[src/rtl/othello_move_ctrl_pkg.sv]
// Shared definitions for the Othello move sequencer: cell codes, board limits and FSM states.
package othello_move_ctrl_pkg;

  localparam logic [1:0] CELL_NULL  = 2'b00;
  localparam logic [1:0] CELL_BLACK = 2'b01;
  localparam logic [1:0] CELL_WHITE = 2'b10;

  // Highest address on the 10x10 walled board.
  localparam logic [6:0] ADDR_LAST = 7'd99;

  typedef enum logic [3:0] {
    S_IDLE,
    S_CHK_RD,
    S_CHK_EV,
    S_DIR_INIT,
    S_SCAN_RD,
    S_SCAN_EV,
    S_FLIP,
    S_NEXT,
    S_PLACE,
    S_FIN
  } state_e;

  function automatic logic [1:0] own_code(input logic player);
    return player ? CELL_WHITE : CELL_BLACK;
  endfunction

endpackage

[src/rtl/othello_move_ctrl_dir_offset.sv]
// Direction index to signed board-address step on the 10-wide board.
module othello_move_ctrl_dir_offset (
  input  logic [2:0]        i_dir,
  output logic signed [7:0] o_off
);

  always_comb begin
    case (i_dir)
      3'd0:    o_off = -8'sd11;
      3'd1:    o_off = -8'sd10;
      3'd2:    o_off = -8'sd9;
      3'd3:    o_off = -8'sd1;
      3'd4:    o_off =  8'sd1;
      3'd5:    o_off =  8'sd9;
      3'd6:    o_off =  8'sd10;
      default: o_off =  8'sd11;
    endcase
  end

endmodule

[src/rtl/othello_move_ctrl.sv]
// Validates one Othello move by scanning 8 directions over the shared board memory port,
// writes every flipped disc as found, then the placed disc.
module othello_move_ctrl
  import othello_move_ctrl_pkg::*;
#(
  parameter int MEM_RD_LAT = 1
) (
  input  logic       i_clock,
  input  logic       i_reset_n,
  input  logic       i_start,
  input  logic [6:0] i_move_addr,
  input  logic       i_player,
  output logic       o_busy,
  output logic       o_done,
  output logic       o_move_valid,
  output logic [4:0] o_flip_count,
  output logic [6:0] o_mem_addr,
  output logic [1:0] o_mem_wdata,
  output logic       o_mem_wren,
  output logic       o_mem_rden,
  input  logic [1:0] i_mem_rdata
);

  localparam logic [1:0] LAT_LAST = 2'(MEM_RD_LAT - 1);

  state_e            r_state, w_next;
  logic [6:0]        r_base;
  logic [1:0]        r_own;
  logic signed [7:0] r_cur;
  logic [2:0]        r_run;
  logic [2:0]        r_dir;
  logic [1:0]        r_lat;
  logic [4:0]        r_flip;
  logic              r_valid;

  logic signed [7:0] w_off, w_line0;
  logic              w_lat_done, w_is_opp, w_is_own, w_unused;

  othello_move_ctrl_dir_offset u_dir_offset (
    .i_dir (r_dir),
    .o_off (w_off)
  );

  assign w_line0    = $signed({1'b0, r_base}) + w_off;
  assign w_lat_done = (r_lat == LAT_LAST);
  assign w_is_opp   = (i_mem_rdata == ~r_own);
  assign w_is_own   = (i_mem_rdata == r_own);
  // Walls keep scans inside 0..99, so the sign bit of the cursor never reaches memory.
  assign w_unused   = r_cur[7];

  always_ff @(posedge i_clock or negedge i_reset_n) begin
    if (!i_reset_n) r_state <= S_IDLE;
    else            r_state <= w_next;
  end

  always_comb begin
    w_next       = r_state;
    o_busy       = (r_state != S_IDLE);
    o_done       = (r_state == S_FIN);
    o_mem_rden   = 1'b0;
    o_mem_wren   = 1'b0;
    o_mem_addr   = 7'd0;
    o_mem_wdata  = CELL_NULL;
    o_move_valid = r_valid;
    o_flip_count = r_flip;
    case (r_state)
      S_IDLE:     if (i_start) w_next = (i_move_addr > ADDR_LAST) ? S_FIN : S_CHK_RD;
      S_CHK_RD: begin
        o_mem_rden = (r_lat == 2'd0);
        o_mem_addr = r_base;
        if (w_lat_done) w_next = S_CHK_EV;
      end
      // Any non-null cell (including wall) rejects the move.
      S_CHK_EV:   w_next = (i_mem_rdata != CELL_NULL) ? S_FIN : S_DIR_INIT;
      S_DIR_INIT: w_next = S_SCAN_RD;
      S_SCAN_RD: begin
        o_mem_rden = (r_lat == 2'd0);
        o_mem_addr = r_cur[6:0];
        if (w_lat_done) w_next = S_SCAN_EV;
      end
      S_SCAN_EV: begin
        if (w_is_opp)                      w_next = S_SCAN_RD;
        else if (w_is_own && r_run != '0)  w_next = S_FLIP;
        else                               w_next = S_NEXT;
      end
      S_FLIP: begin
        o_mem_wren  = 1'b1;
        o_mem_addr  = r_cur[6:0];
        o_mem_wdata = r_own;
        if (r_run == 3'd1) w_next = S_NEXT;
      end
      S_NEXT: begin
        if (r_dir == 3'd7) w_next = (r_flip != '0) ? S_PLACE : S_FIN;
        else               w_next = S_DIR_INIT;
      end
      S_PLACE: begin
        o_mem_wren  = 1'b1;
        o_mem_addr  = r_base;
        o_mem_wdata = r_own;
        w_next      = S_FIN;
      end
      S_FIN:      w_next = S_IDLE;
      default:    w_next = S_IDLE;
    endcase
  end

  always_ff @(posedge i_clock or negedge i_reset_n) begin
    if (!i_reset_n) begin
      r_base  <= '0;
      r_own   <= CELL_NULL;
      r_cur   <= '0;
      r_run   <= '0;
      r_dir   <= '0;
      r_lat   <= '0;
      r_flip  <= '0;
      r_valid <= 1'b0;
    end else begin
      r_lat <= '0;
      case (r_state)
        S_IDLE: begin
          if (i_start) begin
            r_base  <= i_move_addr;
            r_own   <= own_code(i_player);
            r_dir   <= '0;
            r_flip  <= '0;
            r_valid <= 1'b0;
          end
        end
        S_CHK_RD, S_SCAN_RD: if (!w_lat_done) r_lat <= r_lat + 2'd1;
        S_DIR_INIT: begin
          r_cur <= w_line0;
          r_run <= '0;
        end
        S_SCAN_EV: begin
          if (w_is_opp) begin
            r_run <= r_run + 3'd1;
            r_cur <= r_cur + w_off;
          end else if (w_is_own && r_run != '0) begin
            r_cur <= w_line0;
          end
        end
        S_FLIP: begin
          r_cur  <= r_cur + w_off;
          r_run  <= r_run - 3'd1;
          r_flip <= r_flip + 5'd1;
        end
        S_NEXT:  if (r_dir != 3'd7) r_dir <= r_dir + 3'd1;
        S_PLACE: r_valid <= 1'b1;
        default: ;
      endcase
    end
  end

endmodule

[config.mk]
export PLATFORM = sky130hd
export DESIGN_NAME = othello_move_ctrl
export DESIGN_NICKNAME = d
export VERILOG_FILES = /design/src/rtl/othello_move_ctrl_pkg.sv /design/src/rtl/othello_move_ctrl_dir_offset.sv /design/src/rtl/othello_move_ctrl.sv
export SDC_FILE = /design/constraint.sdc
export NUM_CORES = 1
export LEC_CHECK = 0
export BUFFER_PORTS_ARGS = -buffer_cell sky130_fd_sc_hd__buf_4
export CAP_MARGIN = 10
export CORE_MARGIN = 5
export CORE_UTILIZATION = 50
export DETAILED_ROUTE_END_ITERATION = 12
export PLACE_DENSITY = 0.7
export SLEW_MARGIN = 5
export SYNTH_ARGS = -nofsm -noshare
export SYNTH_HDL_FRONTEND = slang
export SYNTH_SLANG_ARGS = --single-unit
export TNS_END_PERCENT = 100
[constraint.sdc]
create_clock -name i_clock -period 6.9 [get_ports i_clock]
set_input_delay 0 -clock i_clock [delete_from_list [all_inputs] [get_ports i_clock]]
set_output_delay 0 -clock i_clock [all_outputs]
set_load 0.02 [all_outputs]
==> results of run 1 <==
==> how the worst max path moves through the flow <==
stage / startpoint / end / cells after the start
detailed placement: r_dir[0] / r_cur[6] / 12
CTS: r_dir[0] / r_cur[6] / 12
global route: r_dir[0] / r_cur[6] / 10
global placement: r_dir[0] / r_cur[6] / 12
finish: r_dir[0] / r_cur[6] / 12
floorplan: r_dir[0] / r_cur[6] / 13
==> per-layer routing <==
layer / wire (um) / share of wire (%)
met1: 3210 / 46
met4: 163 / 2.3
met3: 325 / 4.7
met5: 0 / 0
met2: 3290 / 47
==> area by class of cell <==
class                   count  area, um2  share of cell area (%)
clock buffers               6       82.6                    2.54
clock inverters             2       12.5                   0.385
inverters                  21       83.8                    2.58
multi-input cells         245       1790                    55.1
flip-flops and latches     34        851                    26.2
well taps                  72       90.1                    2.77
repair buffers             42        338                    10.4
==> critical path: cells and delay by family, from the launching register on <==
| kind | cells | cell delay (ns) |
|---|---|---|
| buffers and inverters | 1 | 0.11 |
| AO/OA/AOI/OAI | 4 | 0.84 |
| adder cells (fa/ha/maj) | 3 | 0.94 |
| AND/OR/NAND/NOR | 4 | 1.03 |
| flip-flops | 1 | 0.44 |
==> state kept, by name (all words and copies together), names as in the netlist <==
register,cells
o_move_valid,1
r_own,2
r_base,7
r_run,3
r_lat,2
r_dir,3
r_state,4
o_flip_count,5
r_cur,7
==> metrics by stage <==
stage / setup WS (ns) / hold WS [ns] / cells
final: 3.43 / 0.0786 / 422
after detailed placement: 3.47 / -0.0133 / 405
after CTS: 3.46 / 0.0591 / 422
after global placement: 3.53 / -0.0162 / 405
after global routing: 3.20 / 0.0842 / 422
after floorplan: 3.70 / -0.296 / 315
==> kinds of logic (layout without fill, tap and decap cells) <==
group                      count (synthesis)  count (layout)
DFF                                       34              34
buffers and inverters                     36              71
xor gates and xnor gates                  16              16
adders and majority gates                 26              26
and+or+nand+nor                          106             106
AOI/OAI and AO/OA                         84              84
muxes                                     13              13
==> where the power goes <==
part	switching [uW]	internal [uW]	total, uW
sequential	149	277	426
combinational	684	542	1230
clock	81.6	80.3	162
total	915	900	1820
==> what timing repair did <==
| item | CTS | global route |
|---|---|---|
| hold buffers | 9 | 0 |
| hold endpoints to repair | 43 | 0 |
| gates resized for setup | 0 | 0 |
==> placed cells by master (no fill, tap or decap), types with 2 or more instances in the layout <==
master          n
nand3_1         6
nand4_1         3
inv_1          20
dlygate4sd3_1   9
buf_4          33
a211oi_1        4
xor2_1          7
o31ai_1         3
a22o_1          9
mux2_2          6
a21o_1          4
o211ai_1        2
o21ai_0        21
nor2_1         20
dfrtp_1        34
nor2b_1         4
clkbuf_8        6
xnor2_1         9
and2_1          6
nor3_1          8
or3_1           2
nand2b_1        7
mux2i_1         7
nor3b_1         2
o21ai_1         2
nand2_1        30
fa_1            2
a31oi_1         4
ha_1           23
a21oi_1        17
==> results.cfg, run 1 <==
[outcome]
status = finished, final reports clean

[placement]
hpwl_um = 5070
port_buffers = 31
placed_cell_area_um2 = 3060
finalWeightedCongestion = 0.893

[power]
pwr_density_cell_nw_per_um2 = 559
power.total_uw = 1820
leakagePower_uw = 0.00143
ir_worst_vdd_mv = 0.252

[synthesis]
synth.distinct_cells = 70
yosysSeqAreaShare_pct = 30.4
synth_compound_area_share_pct = 21.1
synthTopCellsByCount = dfrtp_1, nand2_1, ha_1
synthSimpleGateAreaFrac_pct = 20.8
synthCells = 315
ys_ff_latch = 34
synthFlopType = dfrtp_1
yosysWarningCount = 0
synthMuxAreaShare_pct = 4.91
synth_top_family_by_area = compound AO/OA/AOI/OAI gates
post_synth.cell_area_avg_um2 = 8.90
synth_top_area_cell = dfrtp_1
syn-num-nets = 353
synth_xor_area_share_pct = 5.00
syn-cell-area_um2 = 2800
yosysMostFrequentCell = dfrtp_1
synth_top_area_share_pct = 30.4
synth_top_cells_by_area = dfrtp_1, ha_1, nand2_1, o21ai_0, a21oi_1
synthArstFlopShare_pct = 100
synthAdderAreaFrac_pct = 12.1
synth_enable_flop_cells = 0

[routing]
drc = 0
num_vias = 2430
wl_um = 6990
drt_pass1_iterations = 4
drtIter0Drc = 151
viasPerCell = 5.76
antenna_left = 0
wl_per_cell_um = 16.6

[clock_tree]
cts.sinks = 34
cts.htree.levels = 2
clockBufferDepth = 2
cts_buffers = 5
clk_pin_slew_worst_paths_ns = 0.08
clk_latency_ns = 0.29
cts_root_buffer = clkbuf_8
post_cts.repair.setup_buffers = 0
cts_tree = done

[setup_path]
r2r_slack_ns = 3.43
worst_ep_arrival_time_ns = 3.66
r2r_start = r_dir[0]
worst_r2r_path_depth = 12
crit_slowest_cell = or4_4
cp-start-kind = flop
critical_path_class = flop to flop
crit_chain = ha_1 > ha_1 > or4_4 > nand2_1 > inv_1 > fa_1 > nor2b_1 > o31ai_1 > a2111o_1 > a2111oi_2 > a211oi_1 > nand2_1
required_ns = 7.09
critPathMaxStageDelay_ns = 0.63
worstSetupEndpointType = flop
cp_max_fo = 7
r2r-end = r_cur[6]

[final_layout]
area_delta_synth_final_pct = 15.9
fin_util_pct = 59.4
nNetsFinal = 387
stdcell_area_um2 = 3250
antenna_cells = 0
drive_above_1_share_pct = 18.6
nFillCells = 517

[floorplan]
initial_core_util_pct = 51.2
core_area_um2 = 5470
fp.dieH_um = 84.9
fp.dieW_um = 84.9
pin_count = 32
dieArea_um2 = 7200
rows = 27

[global_routing]
use_met1_pct = 26.4
grt.total_usage_pct = 20.3
grt_antenna_before_repair = 0
grtUsageMet3_pct = 3.98
grt_pass1_wl_um = 11700
grt_overflow = 0
grt.met2_usage_pct = 33.2
grt_max_degree = 35
busiest_layer = met2
grt_pass1_vias = 2412

[timing]
relSlewSlack_pct = 31.0
setup_viol = 0
min_period_over_period_pct = 50.3
grt_setup_unrepaired = no
worst_slew_pin_slew_ns = 1.03
clock_skew_ns = 0.00859
period_needed_ns = 3.47
final_hold_viol_count = 0
fin_tns_setup_ns = 0
timing.fmax_ghz = 0.288
slew_viol_final = 0

[job]
drv_cap = 0

[min_path]
hold_depth = 3
worstHoldStart = i_start
hp-class = input port to flop
hold-path-endpoint = o_move_valid
Note: power is estimated with default switching activity, not from simulation.
==> run 2, diff against run 1 <==
Settings changed: ABC_AREA set to 1.
Clock period 6.9 ns to 3.33 ns, I/O delays scaled along.
==> run 2 against run 1 <==
First-iteration DRC count grew 2.0%. Die area shrank 3.1%. Global-route usage grew 0.23 points. Register-to-register slack lost 3.0 ns. Synthesized cell count grew 18%. Non-clock buffer count shrank 2. Final area shrank 0.96%. Cell count grew 16%.
==> results.cfg, run 2 <==
[synthesis]
synthFlopType = dfrtp_1
yosysMostFrequentCell = nand2_1
ys_ff_latch = 34
yosysWarningCount = 0
synthArstFlopShare_pct = 100
syn-cell-area_um2 = 2710
syn-num-nets = 411
synth_top_area_share_pct = 31.5
synth.distinct_cells = 36
synthCells = 373
synth_top_cells_by_area = dfrtp_1, ha_1, nand2_1, inv_1, nand3_1
synth_enable_flop_cells = 0
synth_top_area_cell = dfrtp_1
synthTopCellsByCount = nand2_1, inv_1, nor2_1
yosysSeqAreaShare_pct = 31.5
post_synth.cell_area_avg_um2 = 7.25

[clock_tree]
cts.htree.levels = 2
clk_pin_slew_worst_paths_ns = 0.08
cts_buffers = 5
cts_tree = done
cts_root_buffer = clkbuf_8
clockBufferDepth = 2
clk_latency_ns = 0.29
cts.sinks = 34

[setup_path]
cp_num_buf_inv = 4
worstSetupEndpointType = flop
cp_max_fo = 5
critical_path_class = flop to flop
crit_chain = inv_1 > ha_1 > inv_1 > nand3_1 > nand2_1 > o21ai_0 > nor2_1 > a2111o_1 > ha_1 > inv_1 > fa_1 > inv_1 > nand3_1 > nand2_1 > nand2_1 > nand3_1 > nand2_1 > nor2_1 > nor2_1
worst_ep_arrival_time_ns = 3.05
cp-start-kind = flop
critPathMaxStageDelay_ns = 0.41
crit_slowest_cell = dfrtp_1
crit_family = simple AND/OR/NAND/NOR gates
required_ns = 3.52

[global_routing]
grt_antenna_before_repair = 0
grt_overflow = 0
grt_pass1_vias = 2518
grt_max_degree = 35
grt.total_usage_pct = 20.6
grt_pass1_wl_um = 11800

[routing]
drt_pass1_iterations = 5
drtIter0Drc = 154
drc = 0
num_vias = 2552
wl_um = 6740
wl_per_cell_um = 13.8
antenna_left = 0
viasPerCell = 5.22

[timing]
final_hold_viol_count = 0
slew_viol_final = 0
fin_tns_setup_ns = 0
relSlewSlack_pct = 67.1
timing.fmax_ghz = 0.349
setup_viol = 0
clock_skew_ns = 0.00495
worst_slew_pin_slew_ns = 0.492
min_period_over_period_pct = 85.9
grt_setup_unrepaired = no
period_needed_ns = 2.86

[floorplan]
fp.dieH_um = 83.6
initial_core_util_pct = 52.3
rows = 26
pin_count = 32
dieArea_um2 = 6980
core_area_um2 = 5170
fp.dieW_um = 83.6

[final_layout]
nFillCells = 462
drive_above_1_share_pct = 18.1
stdcell_area_um2 = 3220
fin_util_pct = 62.2
antenna_cells = 0
nNetsFinal = 456
final_common_cell = nand2_1
final_cell_mix = nand2_1, inv_1, nor2_1
area_delta_synth_final_pct = 18.9

[placement]
placed_cell_area_um2 = 3010
port_buffers = 31
hpwl_um = 5190
finalWeightedCongestion = 0.944

[min_path]
hp-class = input port to flop

[job]
drv_cap = 0

[outcome]
status = finished, final reports clean
-- run 2: cell types whose count changed in the layout (fill, tap and decap cells not counted), moves of 9 or more --
cell and delta:
nand2_2 +9, nor2_1 +15, nand3_1 +26, a22o_1 -9, inv_1 +38, inv_2 +10
nand2_1 +44
-- run 2: area by class of cell --
type / count / area (um2) / area share, %
clock buffers: 5 / 68.8 / 2.14
clock inverters: 3 / 45.0 / 1.40
inverters: 69 / 262 / 8.13
multi-input cells: 268 / 1580 / 49.1
flip-flops and latches: 34 / 851 / 26.4
well taps: 70 / 87.6 / 2.72
repair buffers: 40 / 323 / 10.0
-- run 2: worst paths after layout --
path	to	startpoint	cells after the start	slack, ns
hold / removal	r_dir[2]	i_start	4	0.14
setup reg to reg	r_cur[6]	r_dir[0]	19	0.47
min in group asynchronous	r_lat[1]	i_reset_n	2	0.21
hold reg to reg	o_move_valid	o_move_valid	2	0.49
setup / recovery	r_cur[6]	r_dir[0]	19	0.47
max in group asynchronous	r_run[2]	i_reset_n	2	2.80
-- run 2: kinds of logic (layout without fill, tap and decap cells) --
kind of cell / Yosys count / in the layout / synth area share [%]
and+or+nand+nor: 171 / 171 / 30.1
buffers and inverters: 71 / 117 / 10.2
AOI/OAI and AO/OA: 66 / 66 / 14.2
DFF: 34 / 34 / 31.5
adders and majority gates: 25 / 25 / 12.1
xor gates and xnor gates: 6 / 6 / 1.94
-- run 2: per-layer routing --
metal	global-route usage [%]	vias to the layer above	share of wire, %
met5	0	-	0
met4	6.58	0	2.0
met3	3.75	11	4.2
met2	35.0	65	48
met1	26.4	1181	45
li1	-	1295	-
-- run 2: tightest hold or removal path: stages --
cell	delay, ns
buf_4	0.11
inv_1	0.08
nor2_4	0.10
nor2_1	0.10
-- run 2: per-stage QoR --
step           std cells  hold slack, ns  setup slack, ns
6_report             489           0.143            0.468
5_1_grt              489           0.148           0.0823
4_1_cts              489           0.131            0.447
3_5_place_dp         472         -0.0103            0.465
3_3_place_gp         472         -0.0157            0.601
2_1_floorplan        373          -0.296            0.846
-- run 2: timing repair --
| action | 4_1_cts | 5_1_grt |
|---|---|---|
| gates resized for setup | 0 | 1 |
| hold buffers | 9 | 0 |
| hold endpoints to repair | 43 | 0 |
| setup endpoints to repair | 0 | 1 |
| buffers inserted | 0 | 0 |
Power of run 2 is left out: the tool's default activity adds up to more than one toggle a clock period on the data nets, which glitch-free logic cannot reach.
==> run 3, diff against run 2 <==
Settings changed: BUFFER_PORTS_ARGS -buffer_cell sky130_fd_sc_hd__buf_4 to -buffer_cell sky130_fd_sc_hd__buf_2, SLEW_MARGIN 5 to 15.
==> run 3 against run 2 <==
Maximum frequency decreased by 1.8%. Worst setup slack got worse by 0.051 ns. Core utilization decreased by 1.9 points. Flip-flop and latch count unchanged. Cell count unchanged. Clock-buffer cell count increased by 1. First-iteration DRC count increased by 14%. Via count decreased by 0.12%. Final area decreased by 3.1%. Critical endpoint is now r_cur[5]. Highest routed layer unchanged.
==> results.cfg, run 3 (same netlist as run 2, synthesis figures left out) <==
[setup_path]
cp-start-kind = flop
crit_chain = inv_1 > ha_1 > inv_1 > nand3_1 > nand2_1 > o21ai_0 > nor2_1 > nor2_1 > inv_1 > ha_1 > a21oi_1 > a21oi_1 > nand2_1 > nand2_1 > nand2_1 > nand2_1 > nand2_1 > nand3_1 > nand2_1 > nand2_1 > nand2_1
crit_family = simple AND/OR/NAND/NOR gates
critical_path_class = flop to flop
worst_ep_arrival_time_ns = 3.11
crit_path_frequent_cell = nand2_1
worstSetupEndpointType = flop
cp_num_buf_inv = 3
critPathMaxStageDelay_ns = 0.43
crit_slowest_cell = dfrtp_1
cp_max_fo = 5
required_ns = 3.53

[final_layout]
nNetsFinal = 456
final_common_cell = nand2_1
area_delta_synth_final_pct = 15.3
final_cell_mix = nand2_1, inv_1, nor2_1
antenna_cells = 0
drive_above_1_share_pct = 17.9

[floorplan]
core_area_um2 = 5170
fp.dieH_um = 83.6
fp.dieW_um = 83.6
pin_count = 32
dieArea_um2 = 6980
rows = 26
initial_core_util_pct = 52.3

[clock_tree]
clockBufferDepth = 2
clk_pin_slew_worst_paths_ns = 0.07
cts_root_buffer = clkbuf_8
cts_tree = done
clk_latency_ns = 0.30
cts.sinks = 34
cts.htree.levels = 2
post_cts.repair.setup_buffers = 0
cts_buffers = 5

[global_routing]
grt.total_usage_pct = 20.3
grt_overflow = 0
grt_max_degree = 35
grt_pass1_wl_um = 11500
grt_antenna_before_repair = 0
grt_pass1_vias = 2444

[placement]
pre_cts_slack_ns = 0.488
hpwl_um = 5230
finalWeightedCongestion = 0.922
port_buffers = 31

[timing]
worst_slew_pin_slew_ns = 0.788
fin_tns_setup_ns = 0
relSlewSlack_pct = 47.5
min_period_over_period_pct = 87.5
fin_ws_ns = 0.417
final_hold_viol_count = 0
setup_viol = 0
grt_setup_unrepaired = no
period_needed_ns = 2.91
slew_viol_final = 0
timing.fmax_ghz = 0.343
clock_skew_ns = 0.00371

[outcome]
status = finished, final reports clean

[routing]
wl_per_cell_um = 13.9
drt_pass1_iterations = 4
drtIter0Drc = 175
antenna_left = 0
drc = 0
num_vias = 2549
viasPerCell = 5.21
wl_um = 6790

[job]
drv_cap = 0

[min_path]
hp-class = input port to flop
run 3: layout make-up:
class	count	area, um2
inverter	69	262
tap	70	87.6
multi-input combinational	268	1580
clock inverter	2	12.5
timing repair buffer	40	245
sequential	34	851
fill	511	2050
clock buffer	6	82.6
run 3: what timing repair did:
action / in CTS / in global routing
endpoints found under the setup margin: 0 / 0
endpoints found under the hold margin: 44 / 0
hold buffers: 9 / 0
resized for setup: 0 / 0
run 3: stage by stage:
step | util [%] | cells | hold WS, ns | area [um2]
finish | 60.3 | 489 | 0.128 | 3120
global route | 60.3 | 489 | 0.174 | 3120
detailed placement | 56.7 | 472 | 0.137 | 2930
global placement | 56.7 | 472 | 0.130 | 2930
floorplan | - | 373 | -0.296 | 2710
CTS | 60.3 | 489 | 0.125 | 3120
run 3: final timing paths:
kind | end | cells past startpoint | slack [ns] | startpoint
worst max-delay path | r_cur[5] | 21 | 0.42 | r_dir[0]
worst min register to register | o_move_valid | 2 | 0.47 | o_move_valid
max in group asynchronous | r_base[6] | 2 | 2.51 | i_reset_n
worst max register to register | r_cur[5] | 21 | 0.42 | r_dir[0]
min in group asynchronous | r_lat[0] | 2 | 0.32 | i_reset_n
worst min-delay path | r_dir[2] | 4 | 0.13 | i_start
run 3: routing by layer:
metal	global-route usage (%)	vias up	routed length, um
li1	-	1285	-
met1	26.2	1169	3040
met2	34.1	83	3270
met3	3.46	12	359
met4	7.31	0	122
met5	0	-	0
run 3: worst reg2reg max path, cell delays in order (launching register included):
cell and delay (ns):
dfrtp_1 0.43, inv_1 0.12, ha_1 0.23, inv_1 0.07, nand3_1 0.08, nand2_1 0.11, o21ai_0 0.14, nor2_1 0.10
nor2_1 0.31, inv_1 0.12, ha_1 0.29, a21oi_1 0.07, a21oi_1 0.21, nand2_1 0.10, nand2_1 0.06, nand2_1 0.06
nand2_1 0.06, nand2_1 0.04, nand3_1 0.07, nand2_1 0.05, nand2_1 0.05, nand2_1 0.04
Power of run 3 is left out for the same reason.
